--- src/rtl/mask_bound_extract_512bit_pkg.sv ---
// Shared constants and handshake state encoding for the 512-bit mask bound extractor.
// The state encoding matches the mask generator's trigger/done handshake.
package mask_bound_extract_512bit_pkg;

    localparam int MASK_W      = 512;
    localparam int CHUNK_W     = 32;
    localparam int IDX_W       = 9;
    localparam int CNT_W       = 10;
    localparam int N_CHUNKS    = MASK_W / CHUNK_W;
    localparam int CHUNK_IDX_W = 4;
    localparam int LO_W        = 5;
    localparam int PC_W        = 6;

    typedef enum logic [1:0] {
        ST_IDLE = 2'd0,
        ST_SCAN = 2'd1,
        ST_DONE = 2'd2
    } state_t;

endpackage

--- src/rtl/mask_bound_extract_512bit_if.sv ---
// Trigger/done request bus between an initiator and the bound extractor.
// Handshake: the initiator holds i_trig high (i_mask valid at the accepting edge) until it sees o_done;
// o_done and all result fields stay valid while i_trig stays high, and o_done drops on the first edge with i_trig low.
interface mask_bound_extract_512bit_if;
    import mask_bound_extract_512bit_pkg::*;

    logic              i_trig;
    logic [MASK_W-1:0] i_mask;
    logic              o_done;
    logic [IDX_W-1:0]  o_bound_index_left;
    logic [IDX_W-1:0]  o_bound_index_right;
    logic [CNT_W-1:0]  o_count;
    logic              o_empty;
    logic              o_contig;

    modport master (
        output i_trig, i_mask,
        input  o_done, o_bound_index_left, o_bound_index_right, o_count, o_empty, o_contig
    );

    modport slave (
        input  i_trig, i_mask,
        output o_done, o_bound_index_left, o_bound_index_right, o_count, o_empty, o_contig
    );
endinterface

--- src/rtl/mask_bound_extract_512bit_chunk_encode.sv ---
// Combinational per-word encoder: lowest/highest set bit, popcount and nonzero flag of a 32-bit word.
module mask_chunk_encode_32bit
    import mask_bound_extract_512bit_pkg::*;
(
    input  logic [CHUNK_W-1:0] word,
    output logic [LO_W-1:0]    lo,
    output logic [LO_W-1:0]    hi,
    output logic [PC_W-1:0]    pc,
    output logic               nz
);
    always_comb begin
        lo = '0;
        hi = '0;
        pc = '0;
        // Downward scan leaves the lowest set bit in lo; upward scan leaves the highest in hi.
        for (int i = CHUNK_W - 1; i >= 0; i--) begin
            if (word[i]) lo = LO_W'(i);
        end
        for (int i = 0; i < CHUNK_W; i++) begin
            if (word[i]) hi = LO_W'(i);
            pc = pc + PC_W'(word[i]);
        end
        nz = |word;
    end
endmodule

--- src/rtl/mask_bound_extract_512bit.sv ---
// Recovers left/right bounds, popcount, empty and contiguity of a 512-bit row mask,
// scanning one 32-bit chunk per cycle with a fixed 16-cycle latency.
module mask_bound_extract_512bit
    import mask_bound_extract_512bit_pkg::*;
(
    input  logic                        i_clk,
    input  logic                        i_rstn,
    mask_bound_extract_512bit_if.slave  bus,
    output state_t                      dbg_state
);
    state_t                 state_q, state_n;
    logic [MASK_W-1:0]      mask_q;
    logic [CHUNK_IDX_W-1:0] chunk_q;
    logic                   found_q, found_n;
    logic [IDX_W-1:0]       left_q, left_n, right_q, right_n;
    logic [CNT_W-1:0]       cnt_q, cnt_n, span_n;
    logic                   capture, scan_en, last_chunk;
    logic [LO_W-1:0]        enc_lo, enc_hi;
    logic [PC_W-1:0]        enc_pc;
    logic                   enc_nz;

    mask_chunk_encode_32bit u_encode (
        .word (mask_q[CHUNK_W-1:0]),
        .lo   (enc_lo),
        .hi   (enc_hi),
        .pc   (enc_pc),
        .nz   (enc_nz)
    );

    always_ff @(posedge i_clk or negedge i_rstn) begin
        if (!i_rstn) state_q <= ST_IDLE;
        else         state_q <= state_n;
    end

    always_comb begin
        state_n = state_q;
        case (state_q)
            ST_IDLE: if (bus.i_trig) state_n = ST_SCAN;
            ST_SCAN: if (chunk_q == CHUNK_IDX_W'(N_CHUNKS - 1)) state_n = ST_DONE;
            ST_DONE: if (!bus.i_trig) state_n = ST_IDLE;
            default: state_n = ST_IDLE;
        endcase
    end

    always_comb begin
        capture    = (state_q == ST_IDLE) && bus.i_trig;
        scan_en    = (state_q == ST_SCAN);
        last_chunk = scan_en && (chunk_q == CHUNK_IDX_W'(N_CHUNKS - 1));
        bus.o_done = (state_q == ST_DONE);
    end

    assign dbg_state = state_q;

    // Chunk k's bit position 32k+b is just {k, b}, so no adder is needed for the bounds.
    always_comb begin
        found_n = found_q | enc_nz;
        left_n  = (enc_nz && !found_q) ? {chunk_q, enc_lo} : left_q;
        right_n = enc_nz ? {chunk_q, enc_hi} : right_q;
        cnt_n   = cnt_q + CNT_W'(enc_pc);
        span_n  = CNT_W'(right_n) - CNT_W'(left_n) + 10'd1;
    end

    always_ff @(posedge i_clk or negedge i_rstn) begin
        if (!i_rstn) begin
            mask_q  <= '0;
            chunk_q <= '0;
            found_q <= 1'b0;
            left_q  <= '0;
            right_q <= '0;
            cnt_q   <= '0;
        end else if (capture) begin
            mask_q  <= bus.i_mask;
            chunk_q <= '0;
            found_q <= 1'b0;
            left_q  <= '0;
            right_q <= '0;
            cnt_q   <= '0;
        end else if (scan_en) begin
            mask_q  <= {{CHUNK_W{1'b0}}, mask_q[MASK_W-1:CHUNK_W]};
            chunk_q <= chunk_q + 1'b1;
            found_q <= found_n;
            left_q  <= left_n;
            right_q <= right_n;
            cnt_q   <= cnt_n;
        end
    end

    // Result registers move only on the final scan edge; they hold the last result otherwise.
    always_ff @(posedge i_clk or negedge i_rstn) begin
        if (!i_rstn) begin
            bus.o_bound_index_left  <= '0;
            bus.o_bound_index_right <= '0;
            bus.o_count             <= '0;
            bus.o_empty             <= 1'b0;
            bus.o_contig            <= 1'b0;
        end else if (last_chunk) begin
            bus.o_bound_index_left  <= left_n;
            bus.o_bound_index_right <= right_n;
            bus.o_count             <= cnt_n;
            bus.o_empty             <= !found_n;
            bus.o_contig            <= found_n && (cnt_n == span_n);
        end
    end
endmodule

--- src/flat_wrapper.sv ---
// flat-port wrapper written by rule: the top's interface ports become plain ports
module mask_bound_extract_512bit_flat import mask_bound_extract_512bit_pkg::*;
  (i_clk, i_rstn, dbg_state, bus_i_trig, bus_i_mask, bus_o_done, bus_o_bound_index_left, bus_o_bound_index_right, bus_o_count, bus_o_empty, bus_o_contig);
  mask_bound_extract_512bit_if bus_i ();
  input  logic i_clk;
  input  logic i_rstn;
  output state_t dbg_state;
  input wire logic [$bits(bus_i.i_trig)-1:0] bus_i_trig;
  input wire logic [$bits(bus_i.i_mask)-1:0] bus_i_mask;
  output wire logic [$bits(bus_i.o_done)-1:0] bus_o_done;
  output wire logic [$bits(bus_i.o_bound_index_left)-1:0] bus_o_bound_index_left;
  output wire logic [$bits(bus_i.o_bound_index_right)-1:0] bus_o_bound_index_right;
  output wire logic [$bits(bus_i.o_count)-1:0] bus_o_count;
  output wire logic [$bits(bus_i.o_empty)-1:0] bus_o_empty;
  output wire logic [$bits(bus_i.o_contig)-1:0] bus_o_contig;
  assign bus_i.i_trig = bus_i_trig;
  assign bus_i.i_mask = bus_i_mask;
  assign bus_o_done = bus_i.o_done;
  assign bus_o_bound_index_left = bus_i.o_bound_index_left;
  assign bus_o_bound_index_right = bus_i.o_bound_index_right;
  assign bus_o_count = bus_i.o_count;
  assign bus_o_empty = bus_i.o_empty;
  assign bus_o_contig = bus_i.o_contig;
  mask_bound_extract_512bit u_core (.i_clk(i_clk), .i_rstn(i_rstn), .bus(bus_i), .dbg_state(dbg_state));
endmodule
--- config.mk ---
export PLATFORM = sky130hd
export DESIGN_NAME = mask_bound_extract_512bit_flat
export DESIGN_NICKNAME = d
export VERILOG_FILES = /design/src/rtl/mask_bound_extract_512bit_pkg.sv /design/src/rtl/mask_bound_extract_512bit_if.sv /design/src/rtl/mask_bound_extract_512bit_chunk_encode.sv /design/src/rtl/mask_bound_extract_512bit.sv /design/src/flat_wrapper.sv
export SDC_FILE = /design/constraint.sdc
export NUM_CORES = 1
export LEC_CHECK = 0
export ABC_AREA = 1
export BUFFER_PORTS_ARGS = -buffer_cell sky130_fd_sc_hd__buf_2
export CORE_ASPECT_RATIO = 0.6
export CORE_UTILIZATION = 30
export DETAILED_ROUTE_END_ITERATION = 10
export SYNTH_ARGS = -nofsm -noshare
export SYNTH_HDL_FRONTEND = slang
export SYNTH_SLANG_ARGS = --single-unit
--- constraint.sdc ---
create_clock -name i_clk -period 6.7 [get_ports i_clk]
set_input_delay 1.34 -clock i_clk [delete_from_list [all_inputs] [get_ports i_clk]]
set_output_delay 1.34 -clock i_clk [all_outputs]
set_load 0.01 [all_outputs]
==> reports/results.txt, run 1 <==
Gr usage total = 19.2%
Flops & latches, synth = 577
Area delta synth->final = 21.7%
Post-Syn Instances = 2827
Root Driver = clkbuf_16
Mapped Area = 26300 um2
Worst-Margin Slew = 1.03 ns
Synth top area cells = dfrtp_1 (55%), o221ai_1 (15%), nand2_1 (9.4%)
Clk pin slew, worst setup/hold paths = 0.07 ns
GP Congestion = 0.892
Crit end category = flop
First-pass GRT wire length = 131 mm
Final TNS setup = 0 ns
Placed cell area = 30100 um2
Setup Crit Path Kind = flop to flop
Setup Fix Bufs, Post-CTS = 0
Mapped Nets = 3402
CTS Hold Bufs = 0
Fin. Hold Viols = 0
Number of global-route vias before repair = 21400
Critical Path Max Stage Delay = 0.51 ns
Chip width = 385 um
RSZ-0062 raised after global routing = false
Port Buf Inserts = 547
Die ar. = 89000 um2
Core Region = 86200 um2
Syn avg cell area = 9.32 um2
Status = finished, final reports clean
CTS tree = done
Congestion Overflow GR = 0
Worst R2R Setup Slack = 0.98 ns
Clock sink count = 577
Worst Path Required = 7.27 ns
Vias per cell = 4.92
Worst-Skew Late Latency = 0.64 ns
Worst-case clock buffer depth = 3
Max VDD drop = 0.00139 V
WL/cell = 19.6 um
Routed wire length = 87.5 mm
Initial antenna violation count = 27
Hold Path Class = flop to flop
Nets = 3843
Synth unique cells = 36
Post-CTS resize count = 0
Critical path peak fanout = 3
Die H = 232 um
Max-slew headroom = 31.4%
Slew Limit Fails = 0
ANT nets after route = 0
Post-synth top area share = 54.8%
Pleak = 15.5 nW
Tcrit/Tclk final = 85.4%
IO Pins = 548
CP bufs+invs = 5
Clock Skew = 0.0267 ns
Placed wire-length estimate = 62.0 mm
Layout cells sized above 1 = 20.3%
DRC viols = 0
Seq/Total Area, Yosys = 54.8%
Final Cell Area = 32100 um2
Cell Rows = 83
DRT iter0 DRCs = 1996
CP arrival = 6.28 ns
Final setup viols = 0
Crit path cell chain = fa_1 > fa_1 > inv_1 > fa_1 > inv_1 > fa_1 > fa_1 > inv_1 > fa_1 > inv_1 > fa_1 > inv_1 > fa_1 > o21ai_1 > nand2_1 > nand2_1 > a21oi_1 > or2_1 > nand2_1 > xor2_1 > a221oi_1 > o211ai_1 > o21ai_1
Min Tclk post-route = 5.72 ns
# Max-Cap Violations = 0
Pwr dens = 700 nW/um2
Cell mode on critical path = fa_1
Clock buffer count from CTS = 57
Drt pass-1 iters = 5
Synth Warn # = 0
Max frequency = 175 MHz
H-tree depth = 2
Family with the most delay on the worst path = adder cells
Largest net degree at the start of global routing = 202
Starting Density = 30.6%
Area leader, netlist = dfrtp_1
Final Util = 37.2%
Via count = 22000
Critical path's slowest cell = fa_1
CP startpoint kind = flop
==> per-layer routing <==
layer  up-vias  share of wire (%)  track usage, %
li1      10400                  -               -
met1     10800                 48            29.2
met2       667                 42            27.0
met3       122                7.6            4.97
met4        34                1.9            4.32
met5         -               0.24               0
==> worst reg2reg max path, cell delays in order (launching register included) <==
cell and delay, ns:
dfrtp_1 0.41, fa_1 0.50, fa_1 0.51, inv_1 0.05, fa_1 0.48, inv_1 0.06
fa_1 0.47, fa_1 0.50, inv_1 0.06, fa_1 0.43, inv_1 0.08, fa_1 0.19
inv_1 0.07, fa_1 0.46, o21ai_1 0.23, nand2_1 0.08, nand2_1 0.07, a21oi_1 0.07
or2_1 0.22, nand2_1 0.13, xor2_1 0.09, a221oi_1 0.23, o211ai_1 0.14, o21ai_1 0.13
==> placed cells by master, fill, tap and decap left out, types with 5 or more instances in the layout <==
cell type   count
a21oi_1        14
buf_12         10
buf_2         546
buf_4           9
clkbuf_1        9
clkbuf_16      58
clkbuf_8       16
clkinv_2       10
clkinvlp_4      5
dfrtp_1       577
diode_2         8
fa_1           27
ha_1           33
inv_1         585
nand2_1       658
nand3_1         5
nor2_1         40
o21ai_0       187
o21ai_1         5
o221ai_1      447
o22ai_1        14
xnor2_1         7
xor2_1         14
==> metrics by stage <==
step | std cells | setup slack (ns) | hold WS (ns) | total power (W)
after floorplan | 2827 | 1.31 | 0.448 | 0.0161
after global placement | 4356 | 0.993 | 0.460 | 0.0189
after detailed placement | 4356 | 0.994 | 0.469 | 0.0192
after CTS | 4462 | 0.987 | 0.487 | 0.0226
after global routing | 4467 | 0.530 | 0.499 | 0.0243
final | 4470 | 0.981 | 0.485 | 0.0225
==> state kept, by name, summed over array words and instances (netlist names) <==
name                            count
u_core.mask_q                     512
u_core.bus.o_count                 10
u_core.cnt_q                       10
u_core.bus.o_bound_index_left       9
u_core.bus.o_bound_index_right      9
u_core.left_q                       9
u_core.right_q                      9
u_core.chunk_q                      4
u_core.dbg_state                    2
u_core.bus.o_contig                 1
u_core.bus.o_empty                  1
u_core.found_q                      1
==> cell type report <==
type / instances / area, um2
clock inverters: 23 / 208
inverters: 591 / 2240
repair buffers: 566 / 3020
flip-flops and latches: 577 / 14400
multi-input cells: 1475 / 9000
well taps: 1147 / 1440
diodes: 8 / 20.0
fillers: 8842 / 54100
clock buffers: 83 / 1710
==> cells by family (layout without fill, tap and decap cells) <==
| kind of cell | count (synthesis) | count (layout) | share of synthesized area (%) |
|---|---|---|---|
| compound gates | 681 | 681 | 19.5 |
| simple gates | 713 | 713 | 10.3 |
| other cells | 0 | 8 | 0 |
| xor+xnor | 21 | 21 | 0.698 |
| buf+inv | 775 | 1263 | 11.0 |
| fa+ha+maj | 60 | 60 | 3.62 |
| flops | 577 | 577 | 54.8 |
==> where the power goes <==
| part | internal, W | leakage (nW) | switching (W) | total, W |
|---|---|---|---|---|
| combinational | 0.00511 | 7.31 | 0.00831 | 0.0134 |
| clock | 0.00185 | 0.936 | 0.00148 | 0.00333 |
| sequential | 0.00518 | 7.21 | 0.000522 | 0.00570 |
==> worst paths after layout <==
| kind | cells past startpoint | end | from |
|---|---|---|---|
| setup reg to reg | 23 | u_core.bus.o_contig | u_core.mask_q[22] |
| max in group asynchronous | 2 | u_core.mask_q[247] | i_rstn |
| min in group asynchronous | 1 | u_core.bus.o_count[1] | i_rstn |
| hold / removal | 2 | u_core.bus.o_count[6] | u_core.bus.o_count[6] |
| setup / recovery | 23 | u_core.bus.o_contig | u_core.mask_q[22] |
| hold reg to reg | 2 | u_core.bus.o_count[6] | u_core.bus.o_count[6] |
==> synthesized netlist by cell type <==
cell type	n
nand2_1	658
inv_1	586
dfrtp_1	577
o221ai_1	447
o21ai_0	187
clkbuf_1	181
nor2_1	40
ha_1	33
fa_1	27
a21oi_1	14
o22ai_1	14
xor2_1	14
xnor2_1	7
nand3_1	6
o21ai_1	5
inv_2	3
a22oi_1	2
buf_1	2
clkinv_1	2
nor3_1	2
o211ai_1	2
o21bai_1	2
o31ai_1	2
or2_2	2
a2111oi_0	1
a211oi_1	1
a221oi_1	1
a22o_1	1
buf_2	1
nand2_2	1
nand3_2	1
nand4_1	1
nor4_1	1
o2111a_1	1
o311ai_0	1
or2_1	1
Power figures use the tool's default switching activity.
==> inputs of run 2 (changes only) <==
- CTS_BUF_LIST: unset -> sky130_fd_sc_hd__clkbuf_16
- CTS_CLUSTER_SIZE: unset -> 24
- SETUP_SLACK_MARGIN: unset -> 0.15
==> reports/results.txt, run 2 (same netlist as run 1, synthesis figures left out) <==
RSZ-0062 raised after global routing = false
DRT iter0 DRCs = 2111
Cell mode on critical path = fa_1
Post-CTS resize count = 0
GR met1 Demand/Resource = 29.2%
Family with the most delay on the worst path = adder cells
Max-slew headroom = 30.1%
Filler Cells Inserted = 8864
Chip width = 385 um
Setup Crit Path Kind = flop to flop
Worst Path Required = 7.25 ns
Critical Path Max Stage Delay = 0.52 ns
Core Region = 86200 um2
Routed wire length = 87.3 mm
Clock buffer count from CTS = 57
Multi-input gate area = 9000 um2
Layout Cells excl Fill = 4471
H-tree depth = 2
Worst-Skew Late Latency = 0.63 ns
Port Buf Inserts = 547
Sequential Area = 14400 um2
Final Cell Area = 31900 um2
Crit end category = flop
Tcrit/Tclk final = 85.0%
Min Tclk post-route = 5.70 ns
Placed cell area = 30100 um2
Pleak = 15.4 nW
Initial antenna violation count = 27
Top flop regs = u_core.mask_q x512, u_core.bus.o_count x10, u_core.cnt_q x10
Area delta synth->final = 21.1%
Gr usage total = 19.2%
Hold WS = 0.486 ns
Die ar. = 89000 um2
Met2 Use GR = 26.8%
CP arrival = 6.25 ns
Final setup viols = 0
Root Driver = clkbuf_16
Clock Skew = 0.0222 ns
Placed Cells = 4356
Critical path's slowest cell = fa_1
First-pass GRT wire length = 131 mm
Nets = 3843
Pwr dens = 697 nW/um2
Placed wire-length estimate = 62.0 mm
# Max-Cap Violations = 0
Congestion Overflow GR = 0
Crit path cell chain = fa_1 > fa_1 > inv_1 > fa_1 > inv_1 > fa_1 > fa_1 > inv_1 > fa_1 > inv_1 > fa_1 > inv_1 > fa_1 > o21ai_1 > nand2_1 > nand2_1 > a21oi_1 > or2_1 > nand2_1 > xor2_1 > a221oi_1 > o211ai_1 > o21ai_1
Most frequent cells in the layout = nand2_1 (658), inv_1 (594), dfrtp_1 (577)
Commonest non-fill, non-tap cell in the layout = nand2_1
Cell Rows = 83
Starting Density = 30.6%
Clk pin slew, worst setup/hold paths = 0.06 ns
ANT nets after route = 0
Number of global-route vias before repair = 21300
Hold Path Class = flop to flop
Worst-case clock buffer depth = 3
CP bufs+invs = 5
Max VDD drop = 0.00139 V
Largest net degree at the start of global routing = 202
CTS Hold Bufs = 0
Placement Setup Slack = 0.994 ns
Clock sink count = 577
Layout cells sized above 1 = 19.8%
Grt peak-use layer = met1
WL/cell = 19.5 um
Top reg by flops = u_core.mask_q
Via count = 22000
GP Congestion = 0.892
Drt pass-1 iters = 5
CTS tree = done
Status = finished, final reports clean
Fin. Hold Viols = 0
IO Pins = 548
Final TNS setup = 0 ns
Met3 global-route usage = 4.96%
Vias per cell = 4.92
Critical path peak fanout = 3
DRC viols = 0
Worst-Margin Slew = 1.05 ns
Max reg flops = 512
Final worst setup slack = 1.00 ns
CP startpoint kind = flop
Slew Limit Fails = 0
Setup Fix Bufs, Post-CTS = 0
Die H = 232 um
Max frequency = 176 MHz
[run 2: cell count changes in the layout (fill, tap and decap cells not counted), sizes merged]
cell | previous run | this run
clkbuf | 83 | 58
clkinv | 15 | 31
diode | 8 | 9
inv | 592 | 601
[run 2: power by group]
part	total (W)	internal [W]	switching, W
Clock	0.00313	0.00165	0.00148
Combinational	0.0134	0.00510	0.00830
Sequential	0.00570	0.00518	0.000521
Total	0.0222	0.0119	0.0103
[run 2: routing by layer]
metal  wire (um)  up-vias  share of wire, %
met5         199        -              0.23
met4        1720       34               2.0
met3        6690      120               7.7
met2       36500      646                42
met1       42200    10800                48
li1            -    10400                 -
[run 2: worst register-to-register path: stages (launching register included)]
cell and delay [ns]:
dfrtp_1 0.41, fa_1 0.50, fa_1 0.52, inv_1 0.05, fa_1 0.48, inv_1 0.06, fa_1 0.47, fa_1 0.50
inv_1 0.06, fa_1 0.43, inv_1 0.08, fa_1 0.19, inv_1 0.07, fa_1 0.46, o21ai_1 0.23, nand2_1 0.08
nand2_1 0.07, a21oi_1 0.07, or2_1 0.22, nand2_1 0.13, xor2_1 0.09, a221oi_1 0.23, o211ai_1 0.13, o21ai_1 0.13
[run 2: final timing paths]
path | start | endpoint | slack, ns | cells after the start
min in group asynchronous | i_rstn | u_core.bus.o_count[1] | 0.77 | 1
hold reg to reg | u_core.bus.o_empty | u_core.bus.o_empty | 0.49 | 2
setup reg to reg | u_core.mask_q[22] | u_core.bus.o_contig | 1.00 | 23
hold / removal | u_core.bus.o_empty | u_core.bus.o_empty | 0.49 | 2
max in group asynchronous | i_rstn | u_core.mask_q[247] | 4.60 | 2
setup / recovery | u_core.mask_q[22] | u_core.bus.o_contig | 1.00 | 23
[run 2: area by class of cell]
cell class                 instances  area share (%)
inverter                         591            7.02
clock inverter                    48           0.945
tap                             1147            4.50
clock buffer                      58            4.55
multi-input combinational       1475            28.2
timing repair buffer             566            9.45
antenna                            9          0.0706
sequential                       577            45.3
[run 2: metrics by stage]
step / utilization, % / power (W)
after global placement: 35.0 / 0.0189
after detailed placement: 35.0 / 0.0192
after global routing: 37.0 / 0.0241
final: 37.0 / 0.0222
after CTS: 37.0 / 0.0224
after floorplan: - / 0.0161
